### src/rtl/s2mm_fb_scheduler_pkg.sv
`default_nettype none
// ============================================================================
// Module      : s2mm_fb_scheduler_pkg
// Description : Shared FSM encodings and constants for the S2MM frame-buffer
//               scheduler.
// Revision    : 1.0 - initial release
// ============================================================================
package s2mm_fb_scheduler_pkg;

    typedef enum logic [1:0] {
        ST_IDLE = 2'd0,
        ST_RUN  = 2'd1,
        ST_STOP = 2'd2
    } sched_state_t;

    // Cycles spent in STOP before honouring resetting; the writer edge-detects
    // soft_resetn one cycle late, so resetting is not trustworthy before then.
    localparam logic [1:0] C_STOP_HOLD = 2'd2;

    // Buffer indices carry a separate valid flag rather than a reserved code.
    localparam logic C_IDX_VALID   = 1'b1;
    localparam logic C_IDX_INVALID = 1'b0;

endpackage : s2mm_fb_scheduler_pkg
`default_nettype wire

### src/rtl/s2mm_fb_scheduler_buf_pick.sv
`default_nettype none
// ============================================================================
// Module      : s2mm_buf_pick
// Description : Combinational selector returning the lowest buffer index not
//               claimed by either of two (optionally valid) exclusions.
// Revision    : 1.0 - initial release
// ============================================================================
module s2mm_buf_pick #(
    parameter int C_BUF_NUM  = 3,
    parameter int C_IDX_BITS = 2
) (
    input  logic [C_IDX_BITS-1:0] excl_a,
    input  logic                  excl_a_vld,
    input  logic [C_IDX_BITS-1:0] excl_b,
    input  logic                  excl_b_vld,
    output logic [C_IDX_BITS-1:0] idx
);

    logic w_found;

    always_comb begin
        idx     = '0;
        w_found = 1'b0;
        for (int i = 0; i < C_BUF_NUM; i++) begin
            if (!w_found
                && !(excl_a_vld && (excl_a == C_IDX_BITS'(i)))
                && !(excl_b_vld && (excl_b == C_IDX_BITS'(i)))) begin
                idx     = C_IDX_BITS'(i);
                w_found = 1'b1;
            end
        end
    end

endmodule : s2mm_buf_pick
`default_nettype wire

### src/rtl/s2mm_fb_scheduler.sv
`default_nettype none
// ============================================================================
// Module      : s2mm_fb_scheduler
// Description : Triple-buffer frame scheduler between the register block, the
//               S2MM writer and a downstream frame reader.
// Revision    : 1.0 - initial release
// ============================================================================
module s2mm_fb_scheduler
    import s2mm_fb_scheduler_pkg::*;
#(
    parameter int C_ADDR_WIDTH = 32,
    parameter int C_BUF_NUM    = 3,
    parameter int C_IDX_BITS   = 2,
    parameter int C_CNT_BITS   = 16
) (
    input  logic                              M_AXI_ACLK,
    input  logic                              M_AXI_ARESETN,
    input  logic                              enable,
    input  logic [C_BUF_NUM*C_ADDR_WIDTH-1:0] buf_addrs,
    output logic                              soft_resetn,
    input  logic                              resetting,
    input  logic                              frame_pulse,
    output logic [C_ADDR_WIDTH-1:0]           wr_base_addr,
    output logic [C_IDX_BITS-1:0]             wr_idx,
    input  logic                              rd_req,
    output logic                              rd_ack,
    output logic                              rd_new,
    output logic [C_IDX_BITS-1:0]             rd_idx,
    output logic [C_ADDR_WIDTH-1:0]           rd_base_addr,
    output logic                              rd_valid,
    output logic                              busy,
    output logic [C_CNT_BITS-1:0]             frame_cnt,
    output logic [C_CNT_BITS-1:0]             drop_cnt
);

    localparam int C_IDX_SPAN = 2 ** C_IDX_BITS;

    sched_state_t r_state, w_state_nxt;
    logic [1:0]   r_hold, w_hold_nxt;

    logic [C_IDX_BITS-1:0] r_wr_idx;
    logic [C_IDX_BITS-1:0] r_l_idx;
    logic                  r_l_vld;
    logic                  r_l_read;
    logic [C_IDX_BITS-1:0] r_rd_idx;
    logic                  r_rd_valid;
    logic                  r_rd_ack;
    logic                  r_rd_new;
    logic                  r_soft_resetn;
    logic                  r_busy;
    logic [C_CNT_BITS-1:0] r_frame_cnt;
    logic [C_CNT_BITS-1:0] r_drop_cnt;

    logic                  w_entering;
    logic                  w_retire;
    logic [C_IDX_BITS-1:0] w_l_idx_new;
    logic                  w_l_vld_new;
    logic                  w_l_read_eff;
    logic                  w_grant;
    logic [C_IDX_BITS-1:0] w_r_idx_new;
    logic                  w_r_vld_new;
    logic                  w_drop;
    logic [C_IDX_BITS-1:0] w_pick;

    logic [C_ADDR_WIDTH-1:0] w_bufs [C_IDX_SPAN];

    generate
        for (genvar gi = 0; gi < C_IDX_SPAN; gi++) begin : g_unpack
            if (gi < C_BUF_NUM) begin : g_real
                assign w_bufs[gi] = buf_addrs[gi*C_ADDR_WIDTH +: C_ADDR_WIDTH];
            end else begin : g_pad
                assign w_bufs[gi] = '0;
            end
        end
    endgenerate

    always_ff @(posedge M_AXI_ACLK) begin
        if (!M_AXI_ARESETN) begin
            r_state <= ST_IDLE;
            r_hold  <= '0;
        end else begin
            r_state <= w_state_nxt;
            r_hold  <= w_hold_nxt;
        end
    end

    always_comb begin
        w_state_nxt = r_state;
        w_hold_nxt  = r_hold;
        case (r_state)
            ST_IDLE: begin
                if (enable) begin
                    w_state_nxt = ST_RUN;
                end
            end
            ST_RUN: begin
                if (!enable) begin
                    w_state_nxt = ST_STOP;
                    w_hold_nxt  = C_STOP_HOLD;
                end
            end
            ST_STOP: begin
                if (r_hold != 2'd0) begin
                    w_hold_nxt = r_hold - 2'd1;
                end else if (!resetting) begin
                    w_state_nxt = ST_IDLE;
                end
            end
            default: begin
                w_state_nxt = ST_IDLE;
            end
        endcase
    end

    // Retire is resolved before grant so a same-cycle rd_req sees the frame
    // that just completed.
    assign w_entering   = (r_state == ST_IDLE) && (w_state_nxt == ST_RUN);
    assign w_retire     = frame_pulse && ((r_state == ST_RUN) || (r_state == ST_STOP));
    assign w_l_idx_new  = w_retire ? r_wr_idx : r_l_idx;
    assign w_l_vld_new  = w_retire | r_l_vld;
    assign w_l_read_eff = w_retire ? 1'b0 : r_l_read;
    assign w_grant      = rd_req && w_l_vld_new && !w_l_read_eff;
    assign w_r_idx_new  = w_grant ? w_l_idx_new : r_rd_idx;
    assign w_r_vld_new  = w_grant | r_rd_valid;
    assign w_drop       = w_retire && r_l_vld && !r_l_read
                          && !(r_rd_valid && (r_l_idx == r_rd_idx));

    // On RUN entry L is discarded but the reader may still hold a buffer from
    // the previous run, so the first target must still avoid it.
    s2mm_buf_pick #(
        .C_BUF_NUM  (C_BUF_NUM),
        .C_IDX_BITS (C_IDX_BITS)
    ) u_buf_pick (
        .excl_a     (w_l_idx_new),
        .excl_a_vld (w_l_vld_new & ~w_entering),
        .excl_b     (w_r_idx_new),
        .excl_b_vld (w_r_vld_new),
        .idx        (w_pick)
    );

    always_ff @(posedge M_AXI_ACLK) begin
        if (!M_AXI_ARESETN) begin
            r_wr_idx      <= '0;
            r_l_idx       <= '0;
            r_l_vld       <= C_IDX_INVALID;
            r_l_read      <= 1'b0;
            r_rd_idx      <= '0;
            r_rd_valid    <= C_IDX_INVALID;
            r_rd_ack      <= 1'b0;
            r_rd_new      <= 1'b0;
            r_soft_resetn <= 1'b0;
            r_busy        <= 1'b0;
            r_frame_cnt   <= '0;
            r_drop_cnt    <= '0;
        end else begin
            r_soft_resetn <= (w_state_nxt == ST_RUN);
            r_busy        <= (w_state_nxt != ST_IDLE);
            r_rd_ack      <= rd_req;
            r_rd_new      <= w_grant;
            if (w_grant) begin
                r_rd_idx   <= w_l_idx_new;
                r_rd_valid <= C_IDX_VALID;
            end
            if (w_retire) begin
                r_l_idx     <= r_wr_idx;
                r_l_vld     <= C_IDX_VALID;
                r_frame_cnt <= r_frame_cnt + 1'b1;
                if (w_drop) begin
                    r_drop_cnt <= r_drop_cnt + 1'b1;
                end
            end
            if (w_retire || w_grant) begin
                r_l_read <= w_grant;
            end
            if (w_retire || w_entering) begin
                r_wr_idx <= w_pick;
            end
            if (w_entering) begin
                r_l_vld  <= C_IDX_INVALID;
                r_l_read <= 1'b0;
            end
        end
    end

    assign soft_resetn  = r_soft_resetn;
    assign busy         = r_busy;
    assign wr_idx       = r_wr_idx;
    assign wr_base_addr = w_bufs[r_wr_idx];
    assign rd_ack       = r_rd_ack;
    assign rd_new       = r_rd_new;
    assign rd_idx       = r_rd_idx;
    assign rd_valid     = r_rd_valid;
    assign rd_base_addr = w_bufs[r_rd_idx];
    assign frame_cnt    = r_frame_cnt;
    assign drop_cnt     = r_drop_cnt;

endmodule : s2mm_fb_scheduler
`default_nettype wire
### config.mk
export PLATFORM = sky130hd
export DESIGN_NAME = s2mm_fb_scheduler
export DESIGN_NICKNAME = d
export VERILOG_FILES = /design/src/rtl/s2mm_fb_scheduler_pkg.sv /design/src/rtl/s2mm_fb_scheduler_buf_pick.sv /design/src/rtl/s2mm_fb_scheduler.sv
export SDC_FILE = /design/constraint.sdc
export NUM_CORES = 1
export LEC_CHECK = 0
export ABC_AREA = 1
export BUFFER_PORTS_ARGS = -buffer_cell sky130_fd_sc_hd__buf_4
export CAP_MARGIN = 20
export CORE_MARGIN = 8
export CORE_UTILIZATION = 42
export DETAILED_ROUTE_END_ITERATION = 10
export GPL_ROUTABILITY_DRIVEN = 0
export GPL_TIMING_DRIVEN = 0
export PLACE_DENSITY = 0.78
export SLEW_MARGIN = 5
export SYNTH_ARGS = -nofsm -noshare
export SYNTH_HDL_FRONTEND = slang
export SYNTH_SLANG_ARGS = --single-unit
### constraint.sdc
create_clock -name M_AXI_ACLK -period 1.8 [get_ports M_AXI_ACLK]
set_input_delay 0 -clock M_AXI_ACLK [delete_from_list [all_inputs] [get_ports M_AXI_ACLK]]
set_output_delay 0 -clock M_AXI_ACLK [all_outputs]
set_load 0.005 [all_outputs]
-- Word level (Yosys, flattened, before mapping)
Cells that the tools add are included.
- ROM bits: 0
- bits in latches: 0
- input bits: 102
- output and inout bits: 105
- memories kept: 0
- word-level logic and storage cells: 99
- memory bits (writable): 0
- register bits: 49
- add/subtract/negate cells: 3
- multipliers: 0
- magnitude comparators: 2
- reduce and logical (&&, ||, !) cells: 42
- shift operators: 0
- bitwise logic cells: 7
- multiplexer cells: 21
- divide/modulo/power cells: 0
- eq/ne operators: 10
- operators with widths (cell ; count):
    $bmux 32 s2 ; 2
    $mux 32 ; 4
    $add 16x1->16 const B ; 2
    $logic_and 1x1->1 ; 19
    $mux 2 ; 9
    $logic_not 1->1 ; 11
    $eq 2x1->1 const B ; 4
    $eq 2x2->1 const B ; 3
    $ge 3x3->1 const B ; 2
    $logic_not 2->1 ; 3
    $not 2->3 ; 2
    $pmux 2 s3 ; 1
    $reduce_bool 2->1 ; 3
    $mux 1 ; 4
    $ne 2x2->1 const B ; 2
    $pmux 2 s2 ; 1
    $logic_or 1x1->1 ; 3
    $reduce_and 3->1 ; 1
    $eq 2x2->1 ; 1
    $not 1->1 ; 2
    $or 1x1->1 ; 2
    $reduce_and 2->1 ; 1
    $reduce_or 2->1 ; 1
    $sub 2x1->2 const B ; 1
    $and 1x1->1 ; 1

-- Logic depth before layout (Yosys ltp)
- depth after elaboration: 20
- mapped depth: 13

-- Hierarchy
Synthesis repeated with hierarchy kept, for this count alone.
- cell total of the unflattened synthesis: 683
- area total of the unflattened synthesis: 3887.5 um^2
- modules (own cells, without submodules) (module ; cells an instance ; area each (um^2) ; times used ; sequential area each (um^2)):
    s2mm_fb_scheduler ; 670 ; 3834.9 ; 1 ; 980.9
    s2mm_buf_pick ; 13 ; 52.6 ; 1 ; 0.0

-- Worst setup path after synthesis
Ideal clock, no wire load.
- kind: register to register
- from: reg r_state[1]
- to: reg r_frame_cnt[13] (netlist: frame_cnt[13])
- setup slack: -3 ps
- buffers on the path: 0
- cell stages (with the launch flop): 13
- period minus slack after synthesis: 1803 ps
- data arrival time: 1688 ps
- cells stage by stage: dfxtp_1 > inv_1 > ha_1 > nand2_2 > inv_2 > nand2_4 > nor2_4 > nand2_2 > nor2_4 > nand4_4 > nor2_1 > nand2_1 > and3_1
- cells in the longest elaborated chain, start to end: 3
- RTL lines (item ; RTL line ; text):
    start: declaration ; s2mm_fb_scheduler.sv:38 ; sched_state_t r_state, w_state_nxt;
    start signal: assignment ; s2mm_fb_scheduler.sv:82 ; r_state <= w_state_nxt;
    $eq 2x1->1 or $eq 2x2->1 (tied branches) ; s2mm_fb_scheduler.sv:118 ; assign w_retire = frame_pulse && ((r_state == ST_RUN) || (r_state == ST_STOP));
    $logic_or 1x1->1 * ; s2mm_fb_scheduler.sv:118 ;
    $logic_and 1x1->1 * ; s2mm_fb_scheduler.sv:118 ;
    end signal: assignment ; s2mm_fb_scheduler.sv:167 ; r_frame_cnt <= r_frame_cnt + 1'b1;
    end: declaration ; s2mm_fb_scheduler.sv:51 ; logic [C_CNT_BITS-1:0] r_frame_cnt;
Every way passes the cells marked *; elsewhere a longest branch is shown, timed or not.
A chain may end at the register's enable or synchronous reset.

-- Final worst setup path
- from: reg r_state[1]
- to: reg r_frame_cnt[12] (netlist: frame_cnt[12])
Same word-level chain as after synthesis.

==> results.py <==
metrics = {
    "status": {
        "status": "finished, violations left",
        "violations": "setup timing",
    },
    "worst_setup_path": {
        "crit_path_top_delay_cell": "dfxtp_4",
        "required_ns": 2.04,
        "rr_startpoint": "r_state[1]",
        "path_class": "reg2reg",
        "crit_start": "r_state[1]",
        "endpoint_kind": "flop",
        "crit_top_cell": "nand2_4",
        "crit_path_max_incr_delay_ns": 0.38,
        "cp_max_fo": 9,
        "start_kind": "flop",
        "crit_chain": "inv_4, ha_4, nand2_4, buf_12, nor2_8, nand2_4, nor3_4, nand4_4, o21ai_2, nand2_1, nor2_1",
        "cp_data_arrival_time_ns": 2.04,
    },
    "floorplan": {
        "num_io_pins": 207,
        "core-area_sq_um": 9153,
        "die_w_um": 112.5,
        "dieArea_sq_um": 12650,
        "initial_utilization_pct": 42.69,
        "die_h_um": 112.5,
        "rows": 35,
    },
    "power_and_ir_drop": {
        "p_leak_nw": 2.992,
        "power_w": 0.004293,
        "powerDensity_nw_per_um2": 720.6,
        "peakVddDrop_mv": 0.3701,
    },
    "timing": {
        "relSlewSlack_pct": 61.73,
        "setup_viol": 1,
        "rsz0062_at_grt": "yes",
        "fin_crit_ns": 1.805,
        "fin_skew_ns": 0.009541,
        "worst_hold_slack_ns": 0.07073,
        "slew_violations": 0,
        "hold_viol_final": 0,
        "setup_slack_ns": -0.004826,
        "fmax_mhz": 554.1,
        "tightestPinTransition_ns": 0.5741,
        "period_share_pct": 100.3,
    },
    "synthesis": {
        "synth_edf_count": 0,
        "synth_seq_cells": 49,
        "synthArstFlopShare_pct": 0,
        "yosysWarnings": 0,
        "synth_area_per_cell_sq_um": 6.068,
        "syn_area_sq_um": 3907,
        "synth_ff_type": "dfxtp_1",
        "ys_types": 41,
        "ys_seq_area_share_pct": 25.10,
        "synthCells": 644,
        "synth_nets": 754,
    },
    "global_routing": {
        "antenna_found_initial": 0,
        "grt_pass1_wl_um": 24230,
        "grt_util_all_layers_pct": 22.87,
        "grt_start_max_net_pins": 14,
        "gr-total-overflow": 0,
        "grt_pass1_vias": 5050,
    },
    "route": {
        "dr.first_iter.drc_count": 282,
        "wl_per_cell_um": 15.70,
        "finalWirelength_um": 15440,
        "drt.antenna.violating_nets": 0,
        "viasPerCell": 5.262,
        "num_vias": 5173,
        "first_pass_iters": 7,
        "drc": 0,
    },
    "layout": {
        "final_common_cell": "buf_4",
        "mostFrequentLayoutCells": "buf_4, o21ai_0, inv_1, a21oi_1, nand2_1",
        "drive_gt1_share_pct": 34.52,
        "fin_nets": 982,
        "regArea_sq_um": 988.4,
        "syn_to_final_growth_pct": 52.45,
        "final_cells": 983,
        "fillers": 836,
        "multi_input_area_sq_um": 2446,
        "n_antenna_cell": 0,
    },
    "clock_tree": {
        "cts_tree": "built",
        "h-tree-depth": 2,
        "cts.clk_slew.worst_paths_ns": 0.09,
        "cts_buffers": 5,
        "clock_latency_ns": 0.30,
        "clock_path_buffers": 2,
        "clock-sinks": 49,
        "root_buffer": "clkbuf_8",
    },
    "worst_hold_path": {
        "hp-class": "in2reg",
        "holdCritStartpoint": "frame_pulse",
    },
    "placement": {
        "dp_hpwl_um": 12170,
        "pre_cts_slack_ns": -0.2212,
        "io_buffers": 206,
        "dp_cells": 961,
    },
    "job": {
        "cap_violations": 0,
    },
}
-- critical path, delay by kind of cell (launching register included) --
kind / cells / cell delay, ns
AND/OR/NAND/NOR: 7 / 0.74
flip-flops: 1 / 0.38
adder cells (fa/ha/maj): 1 / 0.28
buffers and inverters: 2 / 0.19
AO/OA/AOI/OAI: 1 / 0.15
-- registers in the layout, indices dropped and copies added (netlist names) --
name / flops
busy: 1
r_l_vld: 1
r_l_read: 1
r_l_idx: 2
soft_resetn: 1
rd_ack: 1
rd_new: 1
rd_valid: 1
drop_cnt: 16
wr_idx: 2
r_hold: 2
r_state: 2
frame_cnt: 16
rd_idx: 2
-- stage by stage --
step	utilization [%]	area (sq um)	TNS (ns)
2_1_floorplan	-	3920	0
3_3_place_gp	61.24	5605	-0.6237
3_5_place_dp	61.24	5605	-1.612
4_1_cts	63.10	5776	0
5_1_grt	65.09	5957	-0.3926
6_report	65.09	5957	-0.004826
-- layout make-up --
type / instances / share of cell area (%)
Buffer: 34 / 3.130
Clock buffer: 7 / 1.449
Inverter: 115 / 7.414
Multi-Input combinational cell: 445 / 41.06
Sequential cell: 49 / 16.59
Tap cell: 111 / 2.331
Timing Repair Buffer: 222 / 28.02
-- path summary, 6_finish.rpt --
| path | endpoint | slack [ns] | cells past startpoint |
|---|---|---|---|
| min reg2reg | drop_cnt[4] | 0.51 | 2 |
| max | frame_cnt[12] | -0.005 | 11 |
| min | r_l_idx[1] | 0.07 | 4 |
| max reg2reg | frame_cnt[12] | -0.005 | 11 |
-- cell usage after synthesis, types with 5 or more instances --
cell | number | share of area (%)
o21ai_0 | 145 | 19
inv_1 | 111 | 11
a21oi_1 | 91 | 12
nand2_1 | 86 | 8.3
dfxtp_1 | 49 | 25
nor2_1 | 35 | 3.4
clkbuf_1 | 24 | 2.3
nand3_1 | 22 | 2.8
ha_1 | 8 | 2.6
nand2_2 | 6 | 0.96
nand4_1 | 6 | 0.96
buf_1 | 5 | 0.48
-- timing repair --
| action | in CTS | in global routing |
|---|---|---|
| gates resized for setup | 12 | 60 |
| hold endpoints to repair | 1 | 0 |
| buffers inserted | 7 | 8 |
| endpoints found under the setup margin | 56 | 80 |
| pin swaps | 5 | 10 |
| hold buffers | 1 | 0 |
-- layer usage --
| metal | routed length (um) | up-vias | GRT usage, % |
|---|---|---|---|
| met5 | 0 | - | 0 |
| met4 | 446 | 0 | 8.094 |
| met3 | 1200 | 39 | 6.817 |
| met2 | 7860 | 207 | 40.10 |
| met1 | 5928 | 2359 | 25.71 |
| li1 | - | 2568 | - |
-- cell families (layout without fill, tap and decap cells) --
logic type               after synthesis  count (layout)  share of synthesized area (%)
AO/OA/AOI/OAI                        246             246                          31.96
XOR/XNOR                               6               6                          1.345
adder cells (fa/ha/maj)                8               8                          2.562
buffers and inverters                150             378                          15.05
flip-flops                            49              49                          25.10
AND/OR/NAND/NOR                      185             185                          23.98
-- where the power goes --
group          internal [W]  leakage (nW)  switching (W)
clock network      0.000306        0.0443       0.000343
registers           0.00115         0.399      0.0000490
logic               0.00117          2.55        0.00127
total               0.00263          2.99        0.00167
Note: power is estimated with default switching activity, not from simulation.
